===== src/rtl/opimm_pkg.sv =====
// Shared definitions for the OP-IMM issue stage: opcode, funct3 encodings
// and the operand bundle handed to the ALU.
package opimm_pkg;

  localparam logic [6:0] OPC_OP_IMM = 7'b0010011;

  localparam logic [2:0] F3_ADDI  = 3'b000;
  localparam logic [2:0] F3_SLLI  = 3'b001;
  localparam logic [2:0] F3_SLTI  = 3'b010;
  localparam logic [2:0] F3_SLTIU = 3'b011;
  localparam logic [2:0] F3_XORI  = 3'b100;
  localparam logic [2:0] F3_SRXI  = 3'b101;
  localparam logic [2:0] F3_ORI   = 3'b110;
  localparam logic [2:0] F3_ANDI  = 3'b111;

  typedef struct packed {
    logic [6:0]  opcode;
    logic [2:0]  funct3;
    logic [11:0] imm;
    logic [31:0] in1;
    logic [4:0]  rd;
  } opimm_bundle_t;

endpackage


===== src/rtl/opimm_regfile.sv =====
// 31x32 integer register file: one write port, one read port with x0 forced
// to zero and write-through bypass of a same-cycle writeback.
module opimm_regfile (
  input  logic        clk,
  input  logic        rst,
  input  logic [4:0]  rd_addr,
  output logic [31:0] rd_data,
  input  logic        wb_en,
  input  logic [4:0]  wb_rd,
  input  logic [31:0] wb_data
);

  // x0 has no storage; entries 1..31 only.
  logic [31:0] mem [1:31];

  always_ff @(posedge clk) begin
    if (rst) begin
      for (int i = 1; i < 32; i++) begin
        mem[i] <= '0;
      end
    end else if (wb_en && (wb_rd != 5'd0)) begin
      mem[wb_rd] <= wb_data;
    end
  end

  always_comb begin
    rd_data = '0;
    if (rd_addr != 5'd0) begin
      if (wb_en && (wb_rd == rd_addr)) begin
        rd_data = wb_data;
      end else begin
        rd_data = mem[rd_addr];
      end
    end
  end

endmodule


===== src/rtl/opimm_issue_stage.sv =====
// OP-IMM issue stage: decodes and legality-checks instructions, reads rs1 and
// holds one registered operand bundle for the ALU; drops and counts illegals.
module opimm_issue_stage
  import opimm_pkg::*;
#(
  parameter int XLEN  = 32,
  parameter int CNT_W = 16
) (
  input  logic             clk,
  input  logic             rst,
  input  logic             in_valid,
  input  logic [31:0]      in_instr,
  output logic             in_ready,
  input  logic             wb_en,
  input  logic [4:0]       wb_rd,
  input  logic [XLEN-1:0]  wb_data,
  output logic             out_valid,
  input  logic             out_ready,
  output logic [6:0]       out_opcode,
  output logic [2:0]       out_funct3,
  output logic [11:0]      out_imm,
  output logic [XLEN-1:0]  out_in1,
  output logic [4:0]       out_rd,
  output logic             illegal,
  output logic [CNT_W-1:0] illegal_cnt
);

  // Handshake: a transfer happens on a cycle where valid and ready are both
  // high; in_ready is free whenever the issue register is empty or drains now.
  assign in_ready = !out_valid || out_ready;

  logic [6:0]  dec_opcode;
  logic [4:0]  dec_rd;
  logic [2:0]  dec_funct3;
  logic [4:0]  dec_rs1;
  logic [11:0] dec_imm;
  logic        legal;
  logic        accept;
  logic [31:0] rs1_val;
  opimm_bundle_t bundle_q;

  assign dec_opcode = in_instr[6:0];
  assign dec_rd     = in_instr[11:7];
  assign dec_funct3 = in_instr[14:12];
  assign dec_rs1    = in_instr[19:15];
  assign dec_imm    = in_instr[31:20];

  // Shifts encode the shamt in imm[4:0]; the upper bits select SRLI/SRAI only.
  always_comb begin
    legal = (dec_opcode == OPC_OP_IMM);
    if (dec_funct3 == F3_SLLI) begin
      legal = legal && (dec_imm[11:5] == 7'b0000000);
    end else if (dec_funct3 == F3_SRXI) begin
      legal = legal && ((dec_imm[11:5] == 7'b0000000) ||
                        (dec_imm[11:5] == 7'b0100000));
    end
  end

  assign accept = in_valid && in_ready;

  opimm_regfile u_regfile (
    .clk     (clk),
    .rst     (rst),
    .rd_addr (dec_rs1),
    .rd_data (rs1_val),
    .wb_en   (wb_en),
    .wb_rd   (wb_rd),
    .wb_data (wb_data)
  );

  always_ff @(posedge clk) begin
    if (rst) begin
      bundle_q    <= '0;
      out_valid   <= 1'b0;
      illegal     <= 1'b0;
      illegal_cnt <= '0;
    end else begin
      illegal <= accept && !legal;
      if (accept && !legal && (illegal_cnt != {CNT_W{1'b1}})) begin
        illegal_cnt <= illegal_cnt + CNT_W'(1);
      end
      if (accept && legal) begin
        bundle_q.opcode <= dec_opcode;
        bundle_q.funct3 <= dec_funct3;
        bundle_q.imm    <= dec_imm;
        bundle_q.in1    <= rs1_val;
        bundle_q.rd     <= dec_rd;
        out_valid       <= 1'b1;
      end else if (out_ready) begin
        out_valid <= 1'b0;
      end
    end
  end

  assign out_opcode = bundle_q.opcode;
  assign out_funct3 = bundle_q.funct3;
  assign out_imm    = bundle_q.imm;
  assign out_in1    = bundle_q.in1;
  assign out_rd     = bundle_q.rd;

endmodule


===== config.mk =====
export PLATFORM = sky130hd
export DESIGN_NAME = opimm_issue_stage
export DESIGN_NICKNAME = d
export VERILOG_FILES = /design/src/rtl/opimm_pkg.sv /design/src/rtl/opimm_regfile.sv /design/src/rtl/opimm_issue_stage.sv
export SDC_FILE = /design/constraint.sdc
export NUM_CORES = 2
export LEC_CHECK = 0
export BUFFER_PORTS_ARGS = -buffer_cell sky130_fd_sc_hd__buf_2
export CAP_MARGIN = 30
export CORE_ASPECT_RATIO = 1.4
export CORE_UTILIZATION = 30
export CTS_BUF_LIST = sky130_fd_sc_hd__clkbuf_4
export CTS_CLUSTER_DIAMETER = 80
export DETAILED_ROUTE_END_ITERATION = 8
export REMOVE_ABC_BUFFERS = 1
export SYNTH_ARGS = -nofsm -noshare
export SYNTH_HDL_FRONTEND = slang
export SYNTH_HIERARCHICAL = 1
export SYNTH_SLANG_ARGS = --single-unit

===== constraint.sdc =====
create_clock -name clk -period 5.2 [get_ports clk]
set_input_delay 0.26 -clock clk [delete_from_list [all_inputs] [get_ports clk]]
set_output_delay 0.26 -clock clk [all_outputs]
set_load 0.02 [all_outputs]

# ---- Word level (Yosys, flattened, before mapping)
# Memories as Yosys holds them, arrays and structs flattened.
# Cells that the tools add are included.
dict set report totals {
  inputBits 74
  mem_bits_rw 992
  regBits 77
  out_inout_bits 78
  wordCells 47
  mem_count 1
}
# memory depth word_bits read_ports rd_ports_with_merged_regs wr line
set memory_table {}
lappend memory_table {u_regfile.mem 31 32 1 0 31 opimm_regfile.sv:14} ;# logic [31:0] mem [1:31];
dict set report op_classes {
  n_mux 14
  addsub 1
  reduce_logical 17
  eq_ne 6
}
# op count
set ops {}
lappend ops {{$mux 32} 3}
lappend ops {{$reduce_or 32->1} 1}
lappend ops {{$add 16x1->16 const B} 1}
lappend ops {{$ne 16x16->1 const B} 1}
lappend ops {{$mux 1} 10}
lappend ops {{$reduce_bool 5->1} 2}
lappend ops {{$logic_and 1x1->1} 8}
lappend ops {{$eq 7x5->1 const B} 1}
lappend ops {{$eq 7x6->1 const B} 1}
lappend ops {{$logic_not 7->1} 1}
lappend ops {{$eq 5x5->1} 1}
lappend ops {{$mux 5} 1}
lappend ops {{$eq 3x1->1 const B} 1}
lappend ops {{$eq 3x3->1 const B} 1}
lappend ops {{$logic_not 1->1} 2}
lappend ops {{$logic_or 1x1->1} 2}
lappend ops {{$reduce_bool 2->1} 1}

# ---- Depth between registers and ports, before layout
dict set report logic_depth {
  depth_word 8
  depth_mapped 12
  ltp_nobuf 7
}

# ---- Modules after synthesis
# Netlist, hierarchy kept.
# module n_inst cells_each seq_area_each_um2 area_per_inst_um2
set by_module_without_submodules {}
lappend by_module_without_submodules {opimm_regfile 1 3102 30749.5 47103.9}
lappend by_module_without_submodules {opimm_issue_stage 1 362 1541.5 2999.1}

# ---- Worst setup path before layout
# OpenSTA, ideal clock, no wires.
dict set report synth_path {
  path_type {input-to-reg}
  from {input wb_rd[3]}
  to {memory u_regfile.mem[11][0], enable pin}
  required_ps 4825
  n_path_buf 1
  setup_time_ps 375
  arrival_time_ps 1714
  cell_stages 4
  path_slack_ps 3111
  path_cell_list {clkbuf_1 -> or3b_2 -> nor2_1 -> or2_2}
}
# element line
set synth_rtl {}
lappend synth_rtl {{from (decl)} opimm_issue_stage.sv:15} ;# input logic [4:0] wb_rd,
lappend synth_rtl {{to (decl)} opimm_regfile.sv:14}

# ---- Worst setup path after layout
dict set report layout_path {
  from {input in_instr[18]}
  to {register bundle_q (netlist bit out_in1[20])}
}
dict set report layout_between {
  elab_chain_len 4
  word_cells_on_any_way 6
  classes_between {eq/ne (1); mux (2); reduce/logical (2); memory (1)}
}
# element line
set layout_rtl {}
lappend layout_rtl {{from (decl)} opimm_issue_stage.sv:12} ;# input logic [31:0] in_instr,
lappend layout_rtl {{branches (longest 3 deep; another with $mem_v2 31x32)} n/a}
lappend layout_rtl {{$mux 32 (*)} opimm_regfile.sv:28} ;# if (rd_addr != 5'd0) begin
lappend layout_rtl {{net rs1_val[20]} opimm_issue_stage.sv:39} ;# logic [31:0] rs1_val;
lappend layout_rtl {{to (decl)} opimm_issue_stage.sv:40} ;# opimm_bundle_t bundle_q;
# Mark *: on every way through the listed nets, which the timed path passes.
# A chain may end at the register's enable or synchronous reset.

==> out/summary.txt <==
Combinational Power Share = 0.081
Row count = 177
Syn_area_per_cell = 14.5 µm²
Min Tclk post-route = 3230 ps
Clk sinks = 1,101
Crit-path max cell delay = 630 ps
Crit path DAT = 4390 ps
Adder-cell share of the synthesized area = 0.000250
Post-synth ARST share = 0
Final Non-Filler Cells = 6,145
Mux share of post-synthesis cell area = 0.116
Worst-Margin Slew = 1060 ps
CTS resizes = 0
Post-synth EDFFs = 1,024
Placed cells = 5,579
Worst-path clk slew = 70 ps
Post-synthesis sequential area ratio = 0.644
Synthesized cell area = 50,100 µm²
Power Density = 326 nW/µm²
Worst Setup Start Kind = input pin
Post-Synth Simple-Gate Area = 0.162
Fmax achieved = 310 MHz
Port Buffers = 151
Crit-path max FO = 22
CTS tree = yes
Core ar. = 166,000 µm²
Crit path kind = in -> reg
First-pass GRT wire length = 220 mm
RSZ-0062 raised after global routing = no
Sequential share of power = 0.547
Pin count of the biggest net entering global routing = 68
Starting density of the core = 0.302
Slew Viols, Final = 0
Setup TNS = 0 ps
Fin Hold WS = 182 ps
Post-route ant nets = 0
Sw Share = 0.241
Syn Inst Count = 3,464
CP Capture Type = flip-flop
Routed wire per std cell = 25.1 µm
Lkg Pwr = 20.3 nW
Final WL = 154 mm
Total track usage = 0.181
Ys Warns = 6
Synth Register Bits = 1,101
GP Congestion = 0.849
Slew HR = 0.277
Maximum vdd drop = 0.000207 V
Synth Area in Compound Gates = 0.0428
Status = finished clean
Chip Width = 347 µm
HPWL after DPL = 90.8 mm
Global route overflow = 0
Die H = 486 µm
Xor/xnor cell area share of the yosys netlist = 0.000874
Total iterations of the first detailed-routing run = 6
Final net count = 3,901
Vias in the first global route = 32,100
Crit-path cells = dlygate4sd3_1 > buf_2 > buf_4 > clkinv_1 > buf_4 > a2111oi_0 > buf_1 > a211o_1 > nand2_1 > a21oi_1 > dlygate4sd3_1
Crit share post-route = 0.621
WP data required = 6360 ps
Hold Path Depth = 2
Switching pwr = 4.50 mW
Initial antenna violation count = 19
1st-iter DRT viols = 2,963
DRC viols = 0
Slowest CP cell = buf_2
Max-Cap Viols = 0
Cell internal pwr = 14.2 mW
Filler Cells Inserted = 16,000
Hold Fails Final Rpt = 0
CTS buffer count = 280
# setup viols final = 0
H-tree levels = 5
Clk_lat worst skew = 1220 ps
Clock share of power = 0.372
Vias = 31,200
Max Buffers Root-to-Sink = 4
Area Growth Syn to Fin = 14.6%
Primary FF master, synth = edfxtp_1
R2R cell count = 8
CTS root buffer = clkbuf_4
I/O Pins = 152
Die area = 169,000 µm²
Final Skew = 84.5 ps
Hold WC Path Type = in -> reg
Drt via density = 5.08
Layout cells sized above 1 = 0.240
Largest family of logic cells by synthesized area = simple AND/OR/NAND/NOR gates
Cell variety after synth = 76
## final cells by class
class | instances | area, µm² | area share
tap | 2148 | 2690 | 0.0468
timing repair buffer | 377 | 2840 | 0.0494
multi-input combinational | 2057 | 16400 | 0.285
clock buffer | 394 | 2960 | 0.0515
antenna | 14 | 35.0 | 0.000610
clock inverter | 45 | 225 | 0.00392
inverter | 9 | 33.8 | 0.000588
sequential | 1101 | 32300 | 0.562
## sequential cells by signal, indices dropped and copies added, names as in the netlist, 3 cells and up
name           count
out_opcode         7
out_funct3         3
u_regfile/mem   1024
out_in1           32
out_imm           12
illegal_cnt       16
out_rd             5
## critical path: cells and delay by family
kind	cells	cell delay (ps)
simple gates	1	70
compound gates	3	890
buf+inv	7	3120
## synthesized netlist by cell type, types with 25 or more instances
cell type / count / area (µm²)
or2_2: 33 / 206
a221oi_1: 34 / 298
edfxtp_1: 1024 / 30700
o21ai_0: 30 / 150
buf_2: 38 / 190
a22oi_1: 25 / 188
mux2i_1: 115 / 1150
and2_1: 995 / 6220
clkbuf_1: 244 / 916
a21oi_1: 88 / 440
nor2_1: 84 / 315
nand2_1: 146 / 548
mux4_2: 181 / 4080
dfxtp_1: 77 / 1540
o22ai_1: 36 / 225
## cells by family (layout without fill, tap and decap cells)
kind of cell / after synthesis / after routing
flops: 1101 / 1101
buf+inv: 337 / 825
fa+ha+maj: 1 / 1
simple gates: 1380 / 1380
xor+xnor: 5 / 5
mux: 331 / 331
other cells: 1 / 46
compound gates: 308 / 308
## through the flow
stage | cell area (µm²) | power, mW | util | setup slack [ps]
floorplan | 48600 | 11.1 | - | 2270
global placement | 53000 | 11.8 | 0.319 | 1240
detailed placement | 53100 | 11.9 | 0.319 | 1760
CTS | 57400 | 18.9 | 0.345 | 2240
global route | 57400 | 19.4 | 0.346 | 2060
finish | 57400 | 18.7 | 0.346 | 1970
## routing by layer
metal	wire length (µm)	GRT usage	part of all wire
met1	58200	0.211	0.38
met2	78700	0.320	0.51
met3	11400	0.0401	0.074
met4	5510	0.0704	0.036
met5	54	0	0.00035
## timing repair
action,CTS,global route
hold buffers,111,0
endpoints found under the hold margin,1113,0
setup buffers,0,0
## cells in the final DEF, fill, tap and decap left out, drive strengths merged, types with 77 or more instances in the layout
| master | netlist | final |
|---|---|---|
| and2 | 995 | 995 |
| dfxtp | 77 | 77 |
| mux4 | 194 | 194 |
| clkbuf | 244 | 394 |
| mux2i | 115 | 115 |
| edfxtp | 1024 | 1024 |
| buf | 84 | 266 |
| dlygate4sd3 | 0 | 111 |
| a21oi | 89 | 89 |
| nand2 | 146 | 146 |
| nor2 | 84 | 84 |
## final timing paths
path / from / end / slack (ps)
setup / recovery: in_instr[18] / out_in1[20] / 1970
hold / removal: wb_data[16] / u_regfile/mem[0][16] / 180
setup reg to reg: out_valid / out_rd[0] / 2230
hold reg to reg: out_imm[1] / out_imm[1] / 450
## power groups by stage
stage | clock network (mW) | logic [mW] | registers (mW)
final | 6.97 | 1.51 | 10.2
after global routing | 7.56 | 1.59 | 10.3
after CTS | 7.16 | 1.51 | 10.2
after detailed placement | 0 | 1.45 | 10.4
after global placement | 0 | 1.44 | 10.4
after floorplan | 0 | 0.703 | 10.4
(Power assumes the default switching activity.)
